<file path="config.mk">
export PLATFORM = sky130hd
export DESIGN_NAME = dm_cache_controller
export DESIGN_NICKNAME = d
export VERILOG_FILES = /design/src/rtl/dm_cache_controller.sv
export SDC_FILE = /design/constraint.sdc
export NUM_CORES = 1
export LEC_CHECK = 0
export ABC_CLOCK_PERIOD_IN_PS = 4100
export CORE_UTILIZATION = 40
export DETAILED_ROUTE_END_ITERATION = 12
export DONT_BUFFER_PORTS = 1
export GPL_ROUTABILITY_DRIVEN = 0
export GPL_TIMING_DRIVEN = 0
export HOLD_SLACK_MARGIN = 0.15
export PLACE_DENSITY = 0.64
export SKIP_CTS_REPAIR_TIMING = 1
export SYNTH_ARGS = -nofsm -noshare
export SYNTH_HDL_FRONTEND = slang
export SYNTH_SLANG_ARGS = --single-unit
</file>
<file path="constraint.sdc">
create_clock -name iCLK -period 4.1 [get_ports iCLK]
set_input_delay 0 -clock iCLK [delete_from_list [all_inputs] [get_ports iCLK]]
set_output_delay 0 -clock iCLK [all_outputs]
set_load 0.05 [all_outputs]
</file>
<file path="src/rtl/dm_cache_controller.sv">
// Direct-mapped, write-back, write-allocate data cache controller.
// Owns tag/valid/dirty state; the single-word data array lives outside.
module dm_cache_controller #(
  parameter int ADDR_W   = 32,
  parameter int OFFSET_W = 2,
  parameter int IDX_W    = 5,
  parameter int DATA_W   = 32
) (
  input  logic              iCLK,
  input  logic              iRST,
  input  logic              cpu_req,
  input  logic              cpu_we,
  input  logic [ADDR_W-1:0] cpu_addr,
  input  logic [DATA_W-1:0] cpu_wdata,
  output logic [DATA_W-1:0] cpu_rdata,
  output logic              cpu_ready,
  output logic              data_we,
  output logic [IDX_W-1:0]  idx,
  output logic [DATA_W-1:0] data_block_in,
  input  logic [DATA_W-1:0] data_block_out,
  output logic              mem_req,
  output logic              mem_we,
  output logic [ADDR_W-1:0] mem_addr,
  output logic [DATA_W-1:0] mem_wdata,
  input  logic [DATA_W-1:0] mem_rdata,
  input  logic              mem_ack,
  output logic [31:0]       hit_count,
  output logic [31:0]       miss_count
);

  localparam int TAG_W  = ADDR_W - IDX_W - OFFSET_W;
  localparam int LINE_W = ADDR_W - OFFSET_W;
  localparam int LINES  = 2 ** IDX_W;

  typedef enum logic [1:0] {
    IDLE,
    COMPARE,
    WRITEBACK,
    ALLOCATE
  } state_e;

  state_e              state_q, state_d;
  logic [LINE_W-1:0]   req_addr_q, req_addr_d;
  logic                req_we_q, req_we_d;
  logic [DATA_W-1:0]   req_wdata_q, req_wdata_d;
  logic [LINES-1:0]    valid_q, valid_d;
  logic [LINES-1:0]    dirty_q, dirty_d;
  logic [TAG_W-1:0]    tag_q [LINES];
  logic [TAG_W-1:0]    tag_d [LINES];
  logic                refill_q, refill_d;
  logic [DATA_W-1:0]   cpu_rdata_q, cpu_rdata_d;
  logic                cpu_ready_q, cpu_ready_d;
  logic [31:0]         hit_count_q, hit_count_d;
  logic [31:0]         miss_count_q, miss_count_d;

  logic [TAG_W-1:0]    req_tag;
  logic [IDX_W-1:0]    req_idx;
  logic [IDX_W-1:0]    cpu_idx;
  logic                hit;
  logic                unused_offset;

  // Byte-offset bits never participate in lookup or memory addressing.
  assign unused_offset = ^cpu_addr[OFFSET_W-1:0];

  assign req_tag = req_addr_q[LINE_W-1 -: TAG_W];
  assign req_idx = req_addr_q[IDX_W-1:0];
  assign cpu_idx = cpu_addr[OFFSET_W +: IDX_W];
  assign hit     = valid_q[req_idx] && (tag_q[req_idx] == req_tag);

  assign cpu_rdata  = cpu_rdata_q;
  assign cpu_ready  = cpu_ready_q;
  assign hit_count  = hit_count_q;
  assign miss_count = miss_count_q;

  always_comb begin
    state_d       = state_q;
    req_addr_d    = req_addr_q;
    req_we_d      = req_we_q;
    req_wdata_d   = req_wdata_q;
    valid_d       = valid_q;
    dirty_d       = dirty_q;
    tag_d         = tag_q;
    refill_d      = refill_q;
    cpu_rdata_d   = cpu_rdata_q;
    cpu_ready_d   = 1'b0;
    hit_count_d   = hit_count_q;
    miss_count_d  = miss_count_q;
    data_we       = 1'b0;
    data_block_in = req_wdata_q;
    idx           = (state_q == IDLE) ? cpu_idx : req_idx;
    mem_req       = 1'b0;
    mem_we        = 1'b0;
    mem_addr      = {req_tag, req_idx, {OFFSET_W{1'b0}}};
    mem_wdata     = data_block_out;

    unique case (state_q)
      IDLE: begin
        if (cpu_req) begin
          req_addr_d  = cpu_addr[ADDR_W-1:OFFSET_W];
          req_we_d    = cpu_we;
          req_wdata_d = cpu_wdata;
          state_d     = COMPARE;
        end
      end
      COMPARE: begin
        refill_d = 1'b0;
        if (hit) begin
          cpu_ready_d = 1'b1;
          state_d     = IDLE;
          // The compare following a fill completes an already-counted miss.
          if (!refill_q) hit_count_d = hit_count_q + 32'd1;
          if (req_we_q) begin
            data_we          = 1'b1;
            dirty_d[req_idx] = 1'b1;
          end else begin
            cpu_rdata_d = data_block_out;
          end
        end else begin
          miss_count_d = miss_count_q + 32'd1;
          state_d      = (valid_q[req_idx] && dirty_q[req_idx]) ? WRITEBACK : ALLOCATE;
        end
      end
      WRITEBACK: begin
        mem_req  = 1'b1;
        mem_we   = 1'b1;
        mem_addr = {tag_q[req_idx], req_idx, {OFFSET_W{1'b0}}};
        if (mem_ack) begin
          dirty_d[req_idx] = 1'b0;
          state_d          = ALLOCATE;
        end
      end
      ALLOCATE: begin
        mem_req = 1'b1;
        if (mem_ack) begin
          data_we          = 1'b1;
          data_block_in    = mem_rdata;
          tag_d[req_idx]   = req_tag;
          valid_d[req_idx] = 1'b1;
          dirty_d[req_idx] = 1'b0;
          refill_d         = 1'b1;
          state_d          = COMPARE;
        end
      end
      default: state_d = IDLE;
    endcase
  end

  always_ff @(posedge iCLK) begin
    if (iRST) begin
      state_q      <= IDLE;
      valid_q      <= '0;
      dirty_q      <= '0;
      refill_q     <= 1'b0;
      cpu_rdata_q  <= '0;
      cpu_ready_q  <= 1'b0;
      hit_count_q  <= '0;
      miss_count_q <= '0;
    end else begin
      state_q      <= state_d;
      valid_q      <= valid_d;
      dirty_q      <= dirty_d;
      refill_q     <= refill_d;
      cpu_rdata_q  <= cpu_rdata_d;
      cpu_ready_q  <= cpu_ready_d;
      hit_count_q  <= hit_count_d;
      miss_count_q <= miss_count_d;
    end
  end

  // Request latches and tags carry no reset; valid bits gate their use.
  always_ff @(posedge iCLK) begin
    req_addr_q  <= req_addr_d;
    req_we_q    <= req_we_d;
    req_wdata_q <= req_wdata_d;
    tag_q       <= tag_d;
  end

endmodule

</file>
# ---- Yosys cells after proc, flatten, opt, wreduce, memory -nomap -nowiden
# Index checks and enable logic that the tools add are counted.
dict set report op_classes {
  n_addsub 2
  multipliers 0
  div_mod_pow 0
  n_lt_le_gt_ge 4
  n_eq_ne 10
  shifts 0
  mux 35
  bitwise 9
  n_reduce_logical 17
}
# cell n
set ops {}
lappend ops {{$bwmux W800} 1}
lappend ops {{$mux W32} 6}
lappend ops {{$bmux W25 S5} 1}
lappend ops {{$demux W25 S5} 1}
lappend ops {{$mux W25} 3}
lappend ops {{$add A32 B1 Y32 const B} 2}
lappend ops {{$or A32 B32 Y32} 2}
lappend ops {{$pmux W32 S2} 1}
lappend ops {{$and A32 B32 Y32} 1}
lappend ops {{$not A32 Y32} 1}
lappend ops {{$eq A25 B25 Y1} 1}
lappend ops {{$mux W1} 11}
lappend ops {{$bmux W1 S5} 2}
lappend ops {{$ne A2 B2 Y1 const B} 5}
lappend ops {{$reduce_and A3 Y1} 3}
lappend ops {{$mux W2} 4}
lappend ops {{$pmux W2 S4} 1}
lappend ops {{$reduce_and A2 Y1} 4}
lappend ops {{$ge A6 B6 Y1 const B} 1}
lappend ops {{$lt A5 B6 Y1 const B} 1}
lappend ops {{$lt A6 B1 Y1 const B} 1}
lappend ops {{$not A5 Y6} 1}
lappend ops {{$demux W1 S5} 1}
lappend ops {{$ge A5 B1 Y1 const B} 1}
lappend ops {{11 further kinds} 21}
dict set report word_totals {
  regBits 1027
  latchBits 0
  ramBits 0
  mem_bits_ro 0
  inputBits 133
  out_inout_bits 201
  wordCells 120
  mem_count 0
}

# ---- Longest topological paths before layout
# Gate-level depths: netlist of the first run.
dict set report depth {
  depth_word 8
  ltp_mapped 18
}

# ---- Worst setup path after synthesis of the first run
# No wires, ideal clock.
dict set report synth_path {
  path_type {flip-flop to flip-flop}
  from {register req_addr_q[0] (netlist name)}
  to {register tag_q[150] in the netlist's numbering (enable)}
  setup_ps 408
  arrival_ps 3812
  required_ps 3692
  setup_slack_ps -120
  stages_incl_launch_ff 13
  n_path_buf 9
  period_less_slack_ps 4220
  path_cell_list {edfxtp_1 buf_6 buf_6 buf_6 buf_6 buf_6 buf_6 buf_2 buf_1 nand2b_1 or2_2 clkbuf_1 nor2_1}
}
# element line
set synth_lines {}
lappend synth_lines {{to (signal assigned)} 175} ;# tag_q <= tag_d;
lappend synth_lines {{to (decl)} 48} ;# logic [TAG_W-1:0] tag_q [LINES];

# ---- Final worst setup path of the first run
dict set report layout_path {
  from {register req_addr_q[2]}
  to {register hit_count_q[7], in the netlist hit_count[7]}
}
dict set report layout_via {
  elab_chain_cells 7
  word_cells_on_any_way 9
  classes_between {eq/ne: 1; mux: 5; bitwise: 1; reduce/logical: 2}
}
# element line
set layout_lines {}
lappend layout_lines {{from (decl)} 43} ;# logic [LINE_W-1:0] req_addr_q, req_addr_d;
lappend layout_lines {{from (signal assigned)} 172} ;# req_addr_q <= req_addr_d;
lappend layout_lines {{$not A5 Y6 (not written as such)} 68} ;# assign hit = valid_q[req_idx] && (tag_q[req_idx] == req_tag);
lappend layout_lines {{$bmux W25 S5} 68}
lappend layout_lines {{$mux W25 (not written as such) (2 in series)} 68}
lappend layout_lines {{$eq A25 B25 Y1} 68}
lappend layout_lines {{$logic_and A1 B1 Y1 *} 68}
lappend layout_lines {{$reduce_and A3 Y1 (no source line) *} -}
lappend layout_lines {{to (signal assigned)} 165} ;# hit_count_q <= hit_count_d;
lappend layout_lines {{to (decl)} 53} ;# logic [31:0] hit_count_q, hit_count_d;
# Every way passes the cells marked *; elsewhere a longest branch is shown, timed or not. The select of a mux whose other input is x is not followed.
# A chain may end at the register's enable or synchronous reset.

==> impl_metrics.py, run 1 <==
metrics = {
    "placed_design": {
        "dpl.cell_count": 4224,
        "dp_hpwl_um": 84700,
        "io_buffer_count": 0,
    },
    "cells_and_area": {
        "stdcell_count": 4819,
        "nets": 3485,
        "fin_util_pct": 52.4,
        "drive_above_1_share_pct": 23.7,
        "syn2layout_area_growth_pct": 29.1,
        "seqCellArea_um2": 29200,
        "n_fill_cell": 8312,
        "multi_input_area_um2": 12900,
    },
    "critical_path": {
        "critPathMaxFanout": 10,
        "worstSetupEndpointType": "flop",
        "arrival_ns": 5.25,
        "critPathCapture": "hit_count[7]$_SDFFE_PP0P_",
        "r2r_end": "hit_count[7]$_SDFFE_PP0P_",
        "reg2reg_from": "req_addr_q[2]$_DFFE_PP_",
        "start_kind": "flop",
        "reg2reg_depth": 14,
        "rrSetupSlack_ns": -0.57,
        "path_class": "flop to flop",
        "worstPathRequired_ns": 4.68,
        "cp-startpoint": "req_addr_q[2]$_DFFE_PP_",
    },
    "timing": {
        "fmax_mhz": 214,
        "grt_setup_unrepaired": "true",
        "period_minus_slack_ns": 4.67,
        "slew_violations": 0,
        "hold_viol": 0,
        "worst_pin_slew_ns": 1.40,
        "setup_slack_ns": -0.571,
        "period_share_pct": 114,
        "setup_viol": 354,
        "skew_ns": 0.0270,
        "max-slew-margin-rel_pct": 6.00,
    },
    "clocking": {
        "clockBufferDepth": 3,
        "h-tree-depth": 3,
        "cts_tree": "done",
        "path_clk_slew_ns": 0.06,
        "root_buffer": "clkbuf_16",
        "cts_sinks": 1027,
        "numCtsBuffers": 105,
        "clk-insertion-delay-late_ns": 0.69,
    },
    "yosys": {
        "synth.cell_area_um2": 42200,
        "ys.flop_type": "edfxtp_1",
        "synth_edf_count": 863,
        "synth_seq_cells": 1027,
        "syn_inst": 2808,
        "yosysSeqAreaShare_pct": 69.3,
        "synth.distinct_cells": 68,
        "async_flop_share_pct": 0,
        "yosysTopAreaCell": "edfxtp_1",
        "yosys_warnings": 0,
        "postSynthAreaPerCell_um2": 15.0,
        "synth_top_area_share_pct": 61.5,
        "yosys-top-cells-area": "edfxtp_1 61%, mux2i_1 10%, dfxtp_1 7.8%",
    },
    "drt": {
        "vias": 28600,
        "vias_per_cell": 5.93,
        "drc_errors": 0,
        "ant_nets": 0,
        "drt_wl_total_um": 141000,
        "post_drt_wl_per_cell_um": 29.3,
        "first_iter_violations": 3686,
        "drt-pass1-iter-count": 8,
    },
    "power": {
        "p_leak_nw": 19.7,
        "peakVddDrop_mv": 0.385,
        "power.switching_w": 0.00663,
        "internal_power_w": 0.0188,
        "seqPwrFrac_pct": 46.7,
        "power.share.combinational_pct": 13.4,
        "power_density_nw_per_um2": 468,
        "swShare_pct": 26.0,
        "clkPwrFrac_pct": 39.9,
    },
    "floorplanning": {
        "die_x_um": 327,
        "io_pins": 334,
        "core-area_um2": 104000,
        "rows": 118,
        "die_area_um2": 107000,
        "die_y_um": 327,
        "initial_utilization_pct": 40.6,
    },
    "grt": {
        "track_usage_pct": 24.4,
        "overflow": 0,
        "grt_pass1_vias": 25300,
        "grt_max_degree": 44,
        "antenna_found_initial": 4,
        "grt_pass1_wl_um": 186000,
    },
    "run_status": {
        "violations": "negative setup slack",
        "status": "complete, but fails checks",
    },
    "job": {
        "drv_cap": 0,
    },
    "min_path": {
        "hold_path.class": "input port to primary output",
    },
}
-- synthesized netlist by cell type, types with 32 or more instances --
library cell	number
o21ai_0	43
nand2b_1	36
nor2b_1	34
nor3_1	32
buf_4	51
mux2_2	62
a21oi_1	79
mux2i_1	442
dfxtp_1	164
o31ai_1	58
clkbuf_1	79
nand3_1	45
buf_2	53
o22ai_1	205
nand4_1	52
or4_1	61
nand2_1	49
edfxtp_1	863
nor2_1	157
-- state kept, by name, indices dropped and copies added (netlist names), named ones only --
register / cells
req_addr_q: 30
cpu_ready: 1
tag_q: 800
state_q: 2
refill_q: 1
miss_count: 32
cpu_rdata: 32
valid_q: 32
req_we_q: 1
hit_count: 32
req_wdata_q: 32
-- routing by layer --
layer | global-route usage [%] | part of all wire (%)
met1 | 33.3 | 39
met2 | 37.7 | 47
met3 | 6.11 | 11
met4 | 8.54 | 3.4
met5 | 0 | 0
-- power by group through the flow --
stage	Sequential, W	Clock, W	Combinational [W]
finish	0.0119	0.0101	0.00341
detailed placement	0.0121	0	0.00257
floorplan	0.0120	0	0.00181
CTS	0.0119	0.0102	0.00258
global placement	0.0121	0	0.00252
global route	0.0119	0.0106	0.00353
-- kinds of logic (layout without fill, tap and decap cells) --
logic type	count (synthesis)	in the layout	share of synthesized area [%]
flip-flops	1027	1027	69.3
other	1	4	0.00889
buffers and inverters	252	880	3.39
AND/OR/NAND/NOR	576	576	7.92
multiplexers	520	520	12.9
XOR/XNOR	6	6	0.125
adder cells (fa/ha/maj)	6	6	0.178
AO/OA/AOI/OAI	420	420	6.22
-- stage by stage --
| stage | hold WS (ns) | total power (W) | worst slack [ns] | cell area [um2] | setup TNS (ns) |
|---|---|---|---|---|---|
| 2_1_floorplan | 0.0989 | 0.0138 | -0.120 | 42200 | -37.62 |
| 3_3_place_gp | 0.0989 | 0.0146 | -3.76 | 43900 | -2755.29 |
| 3_5_place_dp | 0.0989 | 0.0147 | -2.40 | 44900 | -1067.13 |
| 4_1_cts | -0.637 | 0.0247 | -2.45 | 48500 | -1095.33 |
| 5_1_grt | 0.166 | 0.0260 | -0.624 | 54400 | -104.01 |
| 6_report | 0.168 | 0.0254 | -0.571 | 54400 | -76.58 |
-- how the worst min path moves through the flow --
stage | from | to | slack [ns] | depth (start not counted)
6_report | data_block_out[16] | mem_wdata[16] | 0.17 | 1
5_1_grt | cpu_req | state_q[1]$_SDFFE_PP0P_ | 0.17 | 4
4_1_cts | cpu_wdata[21] | req_wdata_q[21]$_DFFE_PP_ | -0.64 | 0
3_5_place_dp | cpu_wdata[25] | req_wdata_q[25]$_DFFE_PP_ | 0.1 | 0
3_3_place_gp | cpu_wdata[28] | req_wdata_q[28]$_DFFE_PP_ | 0.1 | 0
2_1_floorplan | cpu_addr[2] | req_addr_q[0]$_DFFE_PP_ | 0.1 | 0
-- placed cells by master, fill, tap and decap left out, types with 33 or more instances in the layout --
| cell | count |
|---|---|
| o31ai_1 | 56 |
| buf_6 | 38 |
| clkbuf_1 | 79 |
| nand2b_1 | 36 |
| mux2_2 | 37 |
| or4_1 | 47 |
| nand4_1 | 52 |
| buf_4 | 218 |
| nor2_1 | 125 |
| dfxtp_1 | 164 |
| dlygate4sd3_1 | 194 |
| clkbuf_16 | 112 |
| nand2_1 | 48 |
| o22ai_1 | 189 |
| nand3_1 | 42 |
| nor2_4 | 33 |
| mux2i_1 | 430 |
| nor2b_1 | 33 |
| edfxtp_1 | 863 |
| a21oi_1 | 75 |
| buf_12 | 91 |
-- critical path, stage by stage (launching register included) --
cell       delay [ns]
edfxtp_1         0.49
buf_4            0.24
buf_4            0.22
nand4_4          0.22
buf_12           0.20
o22ai_1          0.11
or4_4            0.56
o21a_1           0.26
or4_4            0.58
nor4_4           0.54
nand4bb_4        0.17
buf_12           0.18
buf_12           0.15
nor4bb_4         0.27
mux2_1           0.34
-- layout make-up --
type | instances | area share, %
buffer | 220 | 3.99
sequential | 1027 | 53.7
timing repair buffer | 432 | 8.55
multi-input combinational | 1530 | 23.7
inverter | 30 | 0.207
antenna | 2 | 0.00920
tap | 1380 | 3.17
clock buffer | 123 | 5.03
clock inverter | 75 | 1.66
(Power assumes the default switching activity.)
==> inputs of run 2 (changes only) <==
Settings changed: GPL_ROUTABILITY_DRIVEN 0 to not set, MAX_ROUTING_LAYER set to met4.
==> impl_metrics.py, run 2 (synthesized netlist as in run 1, its figures left out) <==
metrics = {
    "run_status": {
        "status": "complete, but fails checks",
        "violations": "negative setup slack",
    },
    "timing": {
        "skew_ns": 0.0260,
        "period_minus_slack_ns": 4.70,
        "max-slew-margin-rel_pct": 6.46,
        "grt_setup_unrepaired": "true",
        "fmax_mhz": 213,
        "slew_violations": 0,
        "setup_slack_ns": -0.605,
        "hold_viol": 0,
        "period_share_pct": 115,
        "setup_viol": 328,
        "worst_pin_slew_ns": 1.41,
    },
    "placed_design": {
        "dp_hpwl_um": 84700,
        "pre_cts_ws_ns": -2.40,
        "dpl.cell_count": 4224,
        "place.gp.congestion": 0.856,
        "io_buffer_count": 0,
    },
    "floorplanning": {
        "core-area_um2": 104000,
        "rows": 118,
        "die_area_um2": 107000,
        "die_y_um": 327,
        "die_x_um": 327,
        "io_pins": 334,
        "initial_utilization_pct": 40.6,
    },
    "job": {
        "drv_cap": 0,
    },
    "drt": {
        "drc_errors": 0,
        "vias_per_cell": 5.93,
        "drt-pass1-iter-count": 5,
        "drt_wl_total_um": 139000,
        "vias": 28100,
        "first_iter_violations": 3668,
        "post_drt_wl_per_cell_um": 29.3,
        "ant_nets": 0,
    },
    "min_path": {
        "hold_path.class": "input port to primary output",
    },
    "grt": {
        "grt_pass1_wl_um": 186000,
        "grt_pass1_vias": 25300,
        "overflow": 0,
        "grt_max_degree": 44,
        "antenna_found_initial": 0,
        "track_usage_pct": 25.1,
    },
    "critical_path": {
        "worstPathRequired_ns": 4.10,
        "arrival_ns": 4.70,
        "path_class": "flop to primary output",
        "critPathMaxFanout": 10,
        "worstSetupEndpointType": "primary output",
        "start_kind": "flop",
    },
    "cells_and_area": {
        "syn2layout_area_growth_pct": 26.1,
        "largest_register_ffs": 800,
        "fin_util_pct": 51.1,
        "seqCellArea_um2": 29200,
        "n_fill_cell": 8473,
        "layout_commonest_cell": "edfxtp_1",
        "max_flop_register": "tag_q",
        "nets": 3415,
        "drive_above_1_share_pct": 20.8,
        "multi_input_area_um2": 12400,
        "final_cell_mix": "863 x edfxtp_1, 438 x mux2i_1, 194 x dlygate4sd3_1, 193 x o22ai_1, 164 x dfxtp_1",
        "stdcell_count": 4747,
        "n_antenna_cell": 0,
    },
    "clocking": {
        "clockBufferDepth": 3,
        "numCtsBuffers": 105,
        "root_buffer": "clkbuf_16",
        "cts_sinks": 1027,
        "path_clk_slew_ns": 0.06,
        "clk-insertion-delay-late_ns": 0.69,
        "h-tree-depth": 3,
        "cts_tree": "done",
    },
    "power": {
        "p_leak_nw": 18.8,
        "peakVddDrop_mv": 0.386,
        "power_density_nw_per_um2": 476,
    },
}
run 2: cell count changes in the layout (fill, tap and decap cells not counted), moves of 14 or more:
cell,delta
buf_12,-14
buf_4,-58
mux2_2,+25
mux2_4,-27
nor3_1,+18
nor3_4,-24
run 2: power breakdown:
group | leakage (nW) | internal [W] | switching [W]
sequential | 9.11 | 0.0116 | 0.000314
clock | 1.76 | 0.00594 | 0.00419
combinational | 7.91 | 0.00120 | 0.00206
run 2: path summary, 6_finish.rpt:
kind	start	depth (start not counted)	end	slack, ns
worst max-delay path	req_addr_q[1]$_DFFE_PP_	13	data_we	-0.60
worst min-delay path	data_block_out[16]	1	mem_wdata[16]	0.17
worst max register to register	req_addr_q[1]$_DFFE_PP_	16	cpu_rdata[6]$_SDFFE_PP0P_	-0.55
worst min register to register	valid_q[28]$_SDFFE_PP0P_	2	valid_q[28]$_SDFFE_PP0P_	0.47
run 2: stage by stage:
step / hold WS, ns / instance area, um2 / total power (W) / TNS, ns
finish: 0.168 / 53100 / 0.0253 / -79.09
global route: 0.169 / 53100 / 0.0259 / -114.76
CTS: -0.637 / 48500 / 0.0247 / -1095.33
detailed placement: 0.0989 / 44900 / 0.0147 / -1067.13
global placement: 0.0989 / 43900 / 0.0146 / -2755.29
floorplan: 0.0989 / 42200 / 0.0138 / -37.62
run 2: layer usage:
| metal | wire [um] | global-route usage, % | vias up |
|---|---|---|---|
| met4 | 4870 | 8.30 | 0 |
| met1 | 53900 | 33.4 | 14200 |
| li1 | - | - | 11900 |
| met5 | 0 | - | - |
| met2 | 64900 | 37.9 | 1663 |
| met3 | 15200 | 5.94 | 311 |
run 2: final cells by class:
type,count,area share (%)
Buffer,220,3.97
Multi-Input combinational cell,1530,23.4
Clock buffer,123,5.15
Inverter,30,0.212
Tap cell,1380,3.25
Clock inverter,75,1.70
Sequential cell,1027,54.9
Timing Repair Buffer,362,7.38
run 2: worst max-delay path, stage by stage (launching register included):
cell and delay [ns]:
edfxtp_1 0.52, buf_2 0.25, nand4bb_1 0.16, buf_4 0.26
buf_6 0.23, buf_6 0.24, o22ai_1 0.15, nor4_4 0.35
a21oi_2 0.12, a2111o_1 0.44, nand4b_4 0.33, nor4_4 0.37
nand2_2 0.14, o21ai_4 0.44
